## src/rtl/mdu_pkg.sv

```systemverilog
// Shared types for the multiply/divide sequencer: op codes, FSM states and small helpers.
package mdu_pkg;

  typedef enum logic [1:0] {
    MDU_MULT  = 2'b00,
    MDU_MULTU = 2'b01,
    MDU_DIV   = 2'b10,
    MDU_DIVU  = 2'b11
  } mdu_op_t;

  typedef enum logic [1:0] {
    ST_IDLE = 2'b00,
    ST_MUL  = 2'b01,
    ST_DIV  = 2'b10,
    ST_DONE = 2'b11
  } mdu_state_t;

  function automatic logic is_signed(mdu_op_t op);
    return ~op[0];
  endfunction

  function automatic logic is_div(mdu_op_t op);
    return op[1];
  endfunction

endpackage

```

## src/rtl/mdu_ctrl_if.sv

```systemverilog
// E-stage <-> mdu bundle. The E stage presents an op with op_valid; the unit holds the
// pipeline with alu_stall until hi/lo are ready and result_valid is high, then E_ena retires it.
interface mdu_ctrl_if #(parameter int WIDTH = 32);
  import mdu_pkg::*;

  logic             op_valid;
  mdu_op_t          op;
  logic [WIDTH-1:0] src_a;
  logic [WIDTH-1:0] src_b;
  logic             E_ena;
  logic             cancel;
  logic             alu_stall;
  logic             result_valid;
  logic [WIDTH-1:0] hi;
  logic [WIDTH-1:0] lo;
  mdu_state_t       dbg_state;

  modport master (
    output op_valid, op, src_a, src_b, E_ena, cancel,
    input  alu_stall, result_valid, hi, lo, dbg_state
  );

  modport slave (
    input  op_valid, op, src_a, src_b, E_ena, cancel,
    output alu_stall, result_valid, hi, lo, dbg_state
  );
endinterface

```

## src/rtl/mdu_ctrl_div_iter.sv

```systemverilog
// Radix-2 restoring divider on unsigned magnitudes; one quotient bit per cycle, WIDTH cycles.
module div_iter #(
  parameter int WIDTH = 32
) (
  input  logic             clk_i,
  input  logic             rst_i,
  input  logic             start_i,
  input  logic             abort_i,
  input  logic [WIDTH-1:0] dividend_i,
  input  logic [WIDTH-1:0] divisor_i,
  output logic             done_o,
  output logic [WIDTH-1:0] quot_o,
  output logic [WIDTH-1:0] rem_o
);
  localparam int CW = $clog2(WIDTH);

  logic             busy_q;
  logic [CW-1:0]    cnt_q;
  logic [WIDTH-1:0] rem_q, rem_d;
  logic [WIDTH-1:0] quo_q, quo_d;
  logic [WIDTH-1:0] dvs_q;
  logic [WIDTH:0]   trial;
  logic [WIDTH:0]   diff;

  // Quotient register doubles as the dividend shifter: its MSB feeds the remainder.
  always_comb begin
    trial = {rem_q, quo_q[WIDTH-1]};
    diff  = trial - {1'b0, dvs_q};
    rem_d = trial[WIDTH-1:0];
    quo_d = {quo_q[WIDTH-2:0], 1'b0};
    if (trial >= {1'b0, dvs_q}) begin
      rem_d = diff[WIDTH-1:0];
      quo_d = {quo_q[WIDTH-2:0], 1'b1};
    end
  end

  assign done_o = busy_q && (cnt_q == CW'(WIDTH - 1));
  assign quot_o = quo_d;
  assign rem_o  = rem_d;

  always_ff @(posedge clk_i) begin
    if (rst_i || abort_i) begin
      busy_q <= 1'b0;
      cnt_q  <= '0;
      rem_q  <= '0;
      quo_q  <= '0;
      dvs_q  <= '0;
    end else if (start_i) begin
      busy_q <= 1'b1;
      cnt_q  <= '0;
      rem_q  <= '0;
      quo_q  <= dividend_i;
      dvs_q  <= divisor_i;
    end else if (busy_q) begin
      rem_q <= rem_d;
      quo_q <= quo_d;
      if (done_o) begin
        busy_q <= 1'b0;
        cnt_q  <= '0;
      end else begin
        cnt_q <= cnt_q + CW'(1);
      end
    end
  end
endmodule

```

## src/rtl/mdu_ctrl.sv

```systemverilog
// Execute-stage mul/div sequencer: owns the FSM, the 2-cycle multiplier and divide sign fix-up.
module mdu_ctrl
  import mdu_pkg::*;
#(
  parameter int WIDTH = 32
) (
  input logic       clk,
  input logic       rst,
  mdu_ctrl_if.slave bus
);
  mdu_state_t       state_q;
  mdu_op_t          op_q;
  logic [WIDTH-1:0] a_q, b_q;
  logic [WIDTH-1:0] hi_q, lo_q;

  logic             accept, sgn_now, sgn_q;
  logic             div_start, div_done;
  logic [WIDTH-1:0] mag_a, mag_b, quot, rem, q_fix, r_fix;
  logic [2*WIDTH-1:0] a_ext, b_ext, prod;

  assign accept    = (state_q == ST_IDLE) && bus.op_valid && !bus.cancel;
  assign sgn_now   = is_signed(bus.op);
  assign sgn_q     = is_signed(op_q);
  assign div_start = accept && is_div(bus.op) && (bus.src_b != '0);

  assign mag_a = (sgn_now && bus.src_a[WIDTH-1]) ? -bus.src_a : bus.src_a;
  assign mag_b = (sgn_now && bus.src_b[WIDTH-1]) ? -bus.src_b : bus.src_b;

  div_iter #(.WIDTH(WIDTH)) u_div (
    .clk_i      (clk),
    .rst_i      (rst),
    .start_i    (div_start),
    .abort_i    (bus.cancel),
    .dividend_i (mag_a),
    .divisor_i  (mag_b),
    .done_o     (div_done),
    .quot_o     (quot),
    .rem_o      (rem)
  );

  // Sign-extending to 2*WIDTH makes one unsigned multiply serve both MULT and MULTU.
  assign a_ext = {{WIDTH{sgn_q & a_q[WIDTH-1]}}, a_q};
  assign b_ext = {{WIDTH{sgn_q & b_q[WIDTH-1]}}, b_q};
  assign prod  = a_ext * b_ext;

  assign q_fix = (sgn_q && (a_q[WIDTH-1] ^ b_q[WIDTH-1])) ? -quot : quot;
  assign r_fix = (sgn_q && a_q[WIDTH-1]) ? -rem : rem;

  always_ff @(posedge clk) begin
    if (rst) begin
      state_q <= ST_IDLE;
      op_q    <= MDU_MULT;
      a_q     <= '0;
      b_q     <= '0;
      hi_q    <= '0;
      lo_q    <= '0;
    end else if (bus.cancel) begin
      state_q <= ST_IDLE;
    end else begin
      case (state_q)
        ST_IDLE: if (bus.op_valid) begin
          op_q <= bus.op;
          a_q  <= bus.src_a;
          b_q  <= bus.src_b;
          if (!is_div(bus.op)) begin
            state_q <= ST_MUL;
          end else if (bus.src_b == '0) begin
            hi_q    <= bus.src_a;
            lo_q    <= '1;
            state_q <= ST_DONE;
          end else begin
            state_q <= ST_DIV;
          end
        end
        ST_MUL: begin
          {hi_q, lo_q} <= prod;
          state_q      <= ST_DONE;
        end
        ST_DIV: if (div_done) begin
          hi_q    <= r_fix;
          lo_q    <= q_fix;
          state_q <= ST_DONE;
        end
        ST_DONE: if (bus.E_ena) state_q <= ST_IDLE;
        default: state_q <= ST_IDLE;
      endcase
    end
  end

  assign bus.alu_stall    = !rst && (accept || (!bus.cancel &&
                            (state_q == ST_MUL || state_q == ST_DIV)));
  assign bus.result_valid = !rst && !bus.cancel && (state_q == ST_DONE);
  assign bus.hi           = hi_q;
  assign bus.lo           = lo_q;
  assign bus.dbg_state    = state_q;
endmodule

```

## src/flat_wrapper.sv

```systemverilog
// flat-port wrapper written by rule: the top's interface ports become plain ports
module mdu_ctrl_flat import mdu_pkg::*;
#(
  parameter int WIDTH = 32
)
  (clk, rst, bus_op_valid, bus_op, bus_src_a, bus_src_b, bus_E_ena, bus_cancel, bus_alu_stall, bus_result_valid, bus_hi, bus_lo, bus_dbg_state);
  mdu_ctrl_if #(.WIDTH(WIDTH)) bus_i ();
  input logic clk;
  input logic rst;
  input wire logic [$bits(bus_i.op_valid)-1:0] bus_op_valid;
  input wire logic [$bits(bus_i.op)-1:0] bus_op;
  input wire logic [$bits(bus_i.src_a)-1:0] bus_src_a;
  input wire logic [$bits(bus_i.src_b)-1:0] bus_src_b;
  input wire logic [$bits(bus_i.E_ena)-1:0] bus_E_ena;
  input wire logic [$bits(bus_i.cancel)-1:0] bus_cancel;
  output wire logic [$bits(bus_i.alu_stall)-1:0] bus_alu_stall;
  output wire logic [$bits(bus_i.result_valid)-1:0] bus_result_valid;
  output wire logic [$bits(bus_i.hi)-1:0] bus_hi;
  output wire logic [$bits(bus_i.lo)-1:0] bus_lo;
  output wire logic [$bits(bus_i.dbg_state)-1:0] bus_dbg_state;
  assign bus_i.op_valid = bus_op_valid;
  assign bus_i.op = bus_op;
  assign bus_i.src_a = bus_src_a;
  assign bus_i.src_b = bus_src_b;
  assign bus_i.E_ena = bus_E_ena;
  assign bus_i.cancel = bus_cancel;
  assign bus_alu_stall = bus_i.alu_stall;
  assign bus_result_valid = bus_i.result_valid;
  assign bus_hi = bus_i.hi;
  assign bus_lo = bus_i.lo;
  assign bus_dbg_state = bus_i.dbg_state;
  mdu_ctrl #(.WIDTH(WIDTH)) u_core (.clk(clk), .rst(rst), .bus(bus_i));
endmodule
```

## config.mk

```make
export PLATFORM = sky130hd
export DESIGN_NAME = mdu_ctrl_flat
export DESIGN_NICKNAME = d
export VERILOG_FILES = /design/src/rtl/mdu_pkg.sv /design/src/rtl/mdu_ctrl_if.sv /design/src/rtl/mdu_ctrl_div_iter.sv /design/src/rtl/mdu_ctrl.sv /design/src/flat_wrapper.sv
export SDC_FILE = /design/constraint.sdc
export NUM_CORES = 2
export LEC_CHECK = 0
export ABC_AREA = 1
export CORE_AREA = 2 2 254 506
export DETAILED_ROUTE_END_ITERATION = 10
export DIE_AREA = 0 0 256 508
export GPL_TIMING_DRIVEN = 1
export PLACE_DENSITY_LB_ADDON = 0.12
export SLEW_MARGIN = 20
export SYNTH_ARGS = -nofsm -noshare
export SYNTH_HDL_FRONTEND = slang
export SYNTH_HIERARCHICAL = 1
export SYNTH_SLANG_ARGS = --single-unit
```

## constraint.sdc

```tcl
create_clock -name clk -period 10.5 [get_ports clk]
set_input_delay 1.575 -clock clk [delete_from_list [all_inputs] [get_ports clk]]
set_output_delay 1.575 -clock clk [all_outputs]
set_load 0.1 [all_outputs]
```

=== Yosys cells after proc, flatten, opt, wreduce, memory -nomap -nowiden ===
Index checks and enable logic that the tools add are counted.

* Output and inout port bits: 68
* ROM bits: 0
* Register bits: 233
* Word-level logic and storage cells: 90
* Memory bits (writable): 0
* Bits in latches: 0
* Memories kept: 0
* Bits of input ports: 71

* Bitwise logic cells: 6
* Multiply operators: 1
* Divide/modulo/power cells: 0
* Eq/ne operators: 9
* Add/sub/neg operators: 6
* Order comparisons: 1
* Mux-type cells: 28
* Shift operators: 0
* Reduce and logical (&&, ||, !) cells: 28

{| class="wikitable"
|+ Operators by type and width
! cell !! count
|-
| $mux W32 || 15
|-
| $pmux W32 S3 || 2
|-
| $neg A32 Y32 || 4
|-
| $mul A33 B33 Y64 || 1
|-
| $ge A33 B32 Y1 || 1
|-
| $logic_not A32 Y1 || 1
|-
| $reduce_bool A32 Y1 || 1
|-
| $sub A32 B32 Y32 || 1
|-
| $logic_and A1 B1 Y1 || 13
|-
| $mux W2 || 4
|-
| $ne A2 B2 Y1 const B || 4
|-
| $pmux W2 S4 || 1
|-
| $reduce_and A3 Y1 || 2
|-
| $reduce_and A6 Y1 || 1
|-
| $add A5 B1 Y5 const B || 1
|-
| $eq A5 B5 Y1 const B || 1
|-
| $mux W1 || 5
|-
| $mux W5 || 1
|-
| $eq A2 B2 Y1 const B || 2
|-
| $reduce_or A2 Y1 || 2
|-
| $logic_or A1 B1 Y1 || 3
|-
| $not A1 Y1 || 3
|-
| $reduce_bool A3 Y1 || 1
|-
| $and A1 B1 Y1 || 2
|-
| 6 further kinds || 7
|}

=== Depth between registers and ports, before layout ===
* Depth after elaboration: 6
* Mapped depth: 37
* Mapped depth without buffers: 35

=== Modules after synthesis ===
The synthesis kept the hierarchy.

{| class="wikitable"
|+ Modules (own cells, without submodules)
! module !! area an instance (µm²) !! sequential area each (µm²) !! cells each !! instances
|-
| mdu_ctrl || 48995.7 || 2622.5 || 6626 || 1
|-
| div_iter || 7432.1 || 2042.0 || 1169 || 1
|}

=== Worst setup path before layout ===
OpenSTA, ideal clock, no wires.

* Kind: register -> register
* Start point: register u_core.a_q[31]
* End point: register u_core.hi_q[27], in the netlist u_core/bus.hi[27]
* Required time: 10.368 ns
* Setup slack: 3.098 ns
* Clock period less this slack: 7.402 ns
* Buffers on the path: 2
* Cell stages (with the launch flop): 33
* Library setup time: 0.132 ns
* Arrival: 7.269 ns
* Cells stage by stage: dfxtp_1 -> buf_2 -> clkbuf_1 -> nand2_1 -> nor2_1 -> fa_1 -> inv_1 -> fa_1 -> inv_1 -> fa_1 -> fa_1 -> inv_1 -> fa_1 -> inv_1 -> fa_1 -> inv_1 -> fa_1 -> fa_1 -> inv_1 -> ha_1 -> nand2_1 -> nor2_1 -> inv_1 -> nor2_1 -> nand2_1 -> nor3_1 -> nand2_1 -> nand3_1 -> nand2_1 -> nand3_1 -> nand2_1 -> nand2_1 -> a21oi_1

* Longest elaborated chain between the ends: 4
* Elaborated cells between the ends (all ways): 6
* Those cells by class: 1 x mul; 3 x mux; 1 x bitwise; 1 x reduce/logical

{| class="wikitable"
|+ RTL lines
! what !! RTL line !! RTL
|-
| start, declared || mdu_ctrl.sv:13 || <nowiki>logic [WIDTH-1:0] a_q, b_q;</nowiki>
|-
| start signal, assigned || mdu_ctrl.sv:63 || <nowiki>a_q <= bus.src_a;</nowiki>
|-
| parallel branches: the longest is 3 deep, another holds $mul A33 B33 Y64 || n/a ||
|-
| $pmux W32 S3 * || mdu_ctrl.sv:60 || <nowiki>case (state_q)</nowiki>
|-
| end signal, assigned || mdu_ctrl.sv:68 || <nowiki>hi_q <= bus.src_a;</nowiki>
|-
| end signal, assigned || mdu_ctrl.sv:76 || <nowiki>{hi_q, lo_q} <= prod;</nowiki>
|-
| end signal, assigned || mdu_ctrl.sv:80 || <nowiki>hi_q <= r_fix;</nowiki>
|-
| end, declared || mdu_ctrl.sv:14 || <nowiki>logic [WIDTH-1:0] hi_q, lo_q;</nowiki>
|}

Every way passes the cells marked *. The select of a mux whose other input is x is not followed.
A chain may end at the register's enable or synchronous reset.

=== Worst setup path after layout ===
* Start point: register u_core.a_q[31]
* End point: register u_core.hi_q[30], in the netlist u_core/bus.hi[30]

Same word-level chain as after synthesis.

==> flow_summary.json <==
{
  "status": "complete, no violations",
  "worstHoldPathType": "register to register",
  "async_flop_share_pct": 0,
  "post-route-min-period_ns": 8.983,
  "clock_path_buffers": 3,
  "grt_pass1_vias": 53663,
  "dpl.hpwl_um": 178000,
  "fp.dieW_um": 256,
  "initial_core_util_pct": 44.57,
  "ys_ff_latch": 233,
  "relSlewSlack_pct": 19.66,
  "path_class": "register to register",
  "cts_tree": "built",
  "grt_pass1_wl_um": 321800,
  "critPathMaxStageDelay_ns": 0.90,
  "synthTopCellsByArea": "fa_1 40%, inv_1 13%, nand2_1 13%, dfxtp_1 8.3%, ha_1 5.7%",
  "viasPerCell": 5.286,
  "cp-startpoint": "u_core/a_q[31]",
  "hold_buffers": 0,
  "num_io_pins": 139,
  "io_buffers": 138,
  "synth_top_area_share_pct": 39.95,
  "cpMaxStageDelayCell": "fa_1",
  "design.die.area_um2": 130000,
  "antenna_left": 0,
  "ys_types": 49,
  "core_area_um2": 126600,
  "antenna_found_initial": 4,
  "synth_top_family_by_area": "adder cells",
  "place_ws_ns": 1.532,
  "post-route-util_pct": 47.20,
  "fin_crit_sh_pct": 85.55,
  "root_buffer": "clkbuf_16",
  "synthAdderAreaFrac_pct": 45.60,
  "path_max_fanout": 34,
  "syn_inst": 7795,
  "yosys_warnings": 6,
  "required_ns": 11.03,
  "drt_first_pass_iters": 5,
  "cts_buffers": 25,
  "htreeDepth": 1,
  "grt_max_degree": 75,
  "cts.sinks": 233,
  "cts_setup_buffers": 0,
  "path_clk_slew_ns": 0.07,
  "areaGrowthSynthToFinish_pct": 5.907,
  "report.final.hold_viol_count": 0,
  "hold_depth": 2,
  "cpMostUsedCell": "fa_1",
  "setup_ws_ns": 1.517,
  "worstMarginPinSlew_ns": 1.203,
  "synthXorXnorAreaFrac_pct": 1.319,
  "hold_start": "u_core/u_div/dvs_q[29]",
  "reg2reg_depth": 30,
  "synth-edff-count": 0,
  "yosysMostFrequentCell": "inv_1",
  "dominantRegCellSynth": "dfxtp_1",
  "routed_wl_um": 213100,
  "drv_slew": 0,
  "syn_area_um2": 56430,
  "synth_mux_area_share_pct": 0,
  "synth_common_cells": "2025 x inv_1, 1974 x nand2_1, 1126 x fa_1",
  "fin_skew_ns": 0.02918,
  "routabilityCongestion": 1.025,
  "clk_latency_ns": 0.61,
  "rr_endpoint": "u_core/bus.hi[30]",
  "rsz0062_at_grt": "no",
  "drive_gt1_share_pct": 3.455,
  "fmax_mhz": 111.3,
  "fp-row-count": 185,
  "die_h_um": 508,
  "yosysSeqAreaShare_pct": 8.266,
  "rrSetupSlack_ns": 1.52,
  "arrival_ns": 9.51,
  "fin_tns_setup_ns": 0,
  "setup_viol": 0,
  "crit-reg2reg-launch": "u_core/a_q[31]",
  "ctsResizeCount": 0,
  "cap_violations": 0,
  "drc_errors": 0,
  "drtIter0Drc": 3015,
  "dr_total_vias": 49439,
  "synth_largest_area_cell": "fa_1",
  "critPathLaunchType": "register",
  "synth_compound_area_share_pct": 6.554,
  "post_drt_wl_per_cell_um": 22.78,
  "ir_worst_vdd_mv": 0.1721,
  "synth-simple-area-share_pct": 21.56,
  "grt_overflow": 0,
  "p_leak_uw": 0.03230,
  "crit_path_end_kind": "register",
  "track_usage_pct": 33.34,
  "hold_end": "u_core/u_div/dvs_q[29]",
  "syn_area_per_cell_um2": 7.239,
  "fin_nets": 9104,
  "powerDensity_nw_per_um2": 115.8,
  "syn-num-nets": 9247
}
-- placed cells by master, fill, tap and decap left out, drive strengths merged --
master,instances
o22ai,2
a221oi,3
fa,1126
ha,255
o21a,5
a21oi,283
diode,1
nor3,84
and3b,1
clkinv,12
a31oi,40
nand3,281
or2,26
a211oi,1
nor4,9
o21ai,280
clkinvlp,2
o221ai,29
o21bai,24
buf,105
bufinv,1
xnor2,16
and2,7
inv,2028
nand4,34
dfxtp,233
nor3b,1
nand3b,16
o31ai,4
o211ai,6
a21o,4
nor2,500
clkbuf,35
clkdlybuf4s50,138
nand2,2009
xor2,69
-- stage by stage --
step | instances | area [µm²] | hold slack [ns] | power (µW)
after floorplan | 7795 | 56430 | 0.4331 | 4136
after global placement | 9308 | 58970 | 0.4493 | 6012
after detailed placement | 9308 | 58970 | 0.4557 | 5986
after CTS | 9352 | 59760 | 0.4639 | 6981
after global routing | 9352 | 59760 | 0.4838 | 7496
final | 9353 | 59760 | 0.4596 | 6920
-- registers in the layout, summed over array words and instances (netlist names) --
name,flops
u_core/op_q,1
u_core/u_div/busy_q,1
u_core/u_div/rem_q,32
u_core/u_div/dvs_q,32
u_core/u_div/cnt_q,5
u_core/bus.dbg_state,2
u_core/u_div/quo_q,32
u_core/bus.lo,32
u_core/bus.hi,32
u_core/a_q,32
u_core/b_q,32
-- routing by layer --
| metal | part of all wire [%] | GRT usage [%] | wire length [µm] |
|---|---|---|---|
| met5 | 0.011 | 0 | 23 |
| met4 | 8.7 | 24.03 | 18440 |
| met3 | 3.8 | 2.501 | 7994 |
| met2 | 54 | 64.37 | 115800 |
| met1 | 33 | 33.40 | 70850 |
-- worst max-delay path by stage --
stage	to	slack, ns
4_1_cts	u_core/bus.hi[21]	1.48
6_report	u_core/bus.hi[30]	1.52
3_3_place_gp	u_core/bus.hi[21]	1.58
2_1_floorplan	u_core/bus.hi[27]	3.10
3_5_place_dp	u_core/bus.hi[21]	1.53
5_1_grt	u_core/bus.hi[30]	0.93
-- power breakdown --
group / switching [µW] / internal, µW / leakage [µW]
clock: 445 / 487 / 0.000377
sequential: 89.8 / 922 / 0.00190
combinational: 3430 / 1540 / 0.0300
-- cell families after synthesis --
group / count (synthesis)
XOR/XNOR: 85
AO/OA/AOI/OAI: 681
AND/OR/NAND/NOR: 2968
flip-flops: 233
buffers and inverters: 2447
adder cells (fa/ha/maj): 1381
-- critical path, delay by kind of cell (launching register included) --
family	cells	cell delay (ns)
flops	1	0.32
buf+inv	8	1.47
compound gates	1	0.12
simple gates	12	2.15
fa+ha+maj	9	4.83
-- cell type report --
class / instances / area (µm²)
Antenna cell: 1 / 2.502
Clock buffer: 35 / 693.2
Clock inverter: 9 / 90.09
Fill cell: 13146 / 66850
Inverter: 2034 / 7637
Multi-Input combinational cell: 5115 / 42360
Sequential cell: 233 / 4674
Tap cell: 1683 / 2106
Timing Repair Buffer: 243 / 2195
Power figures use the tool's default switching activity.
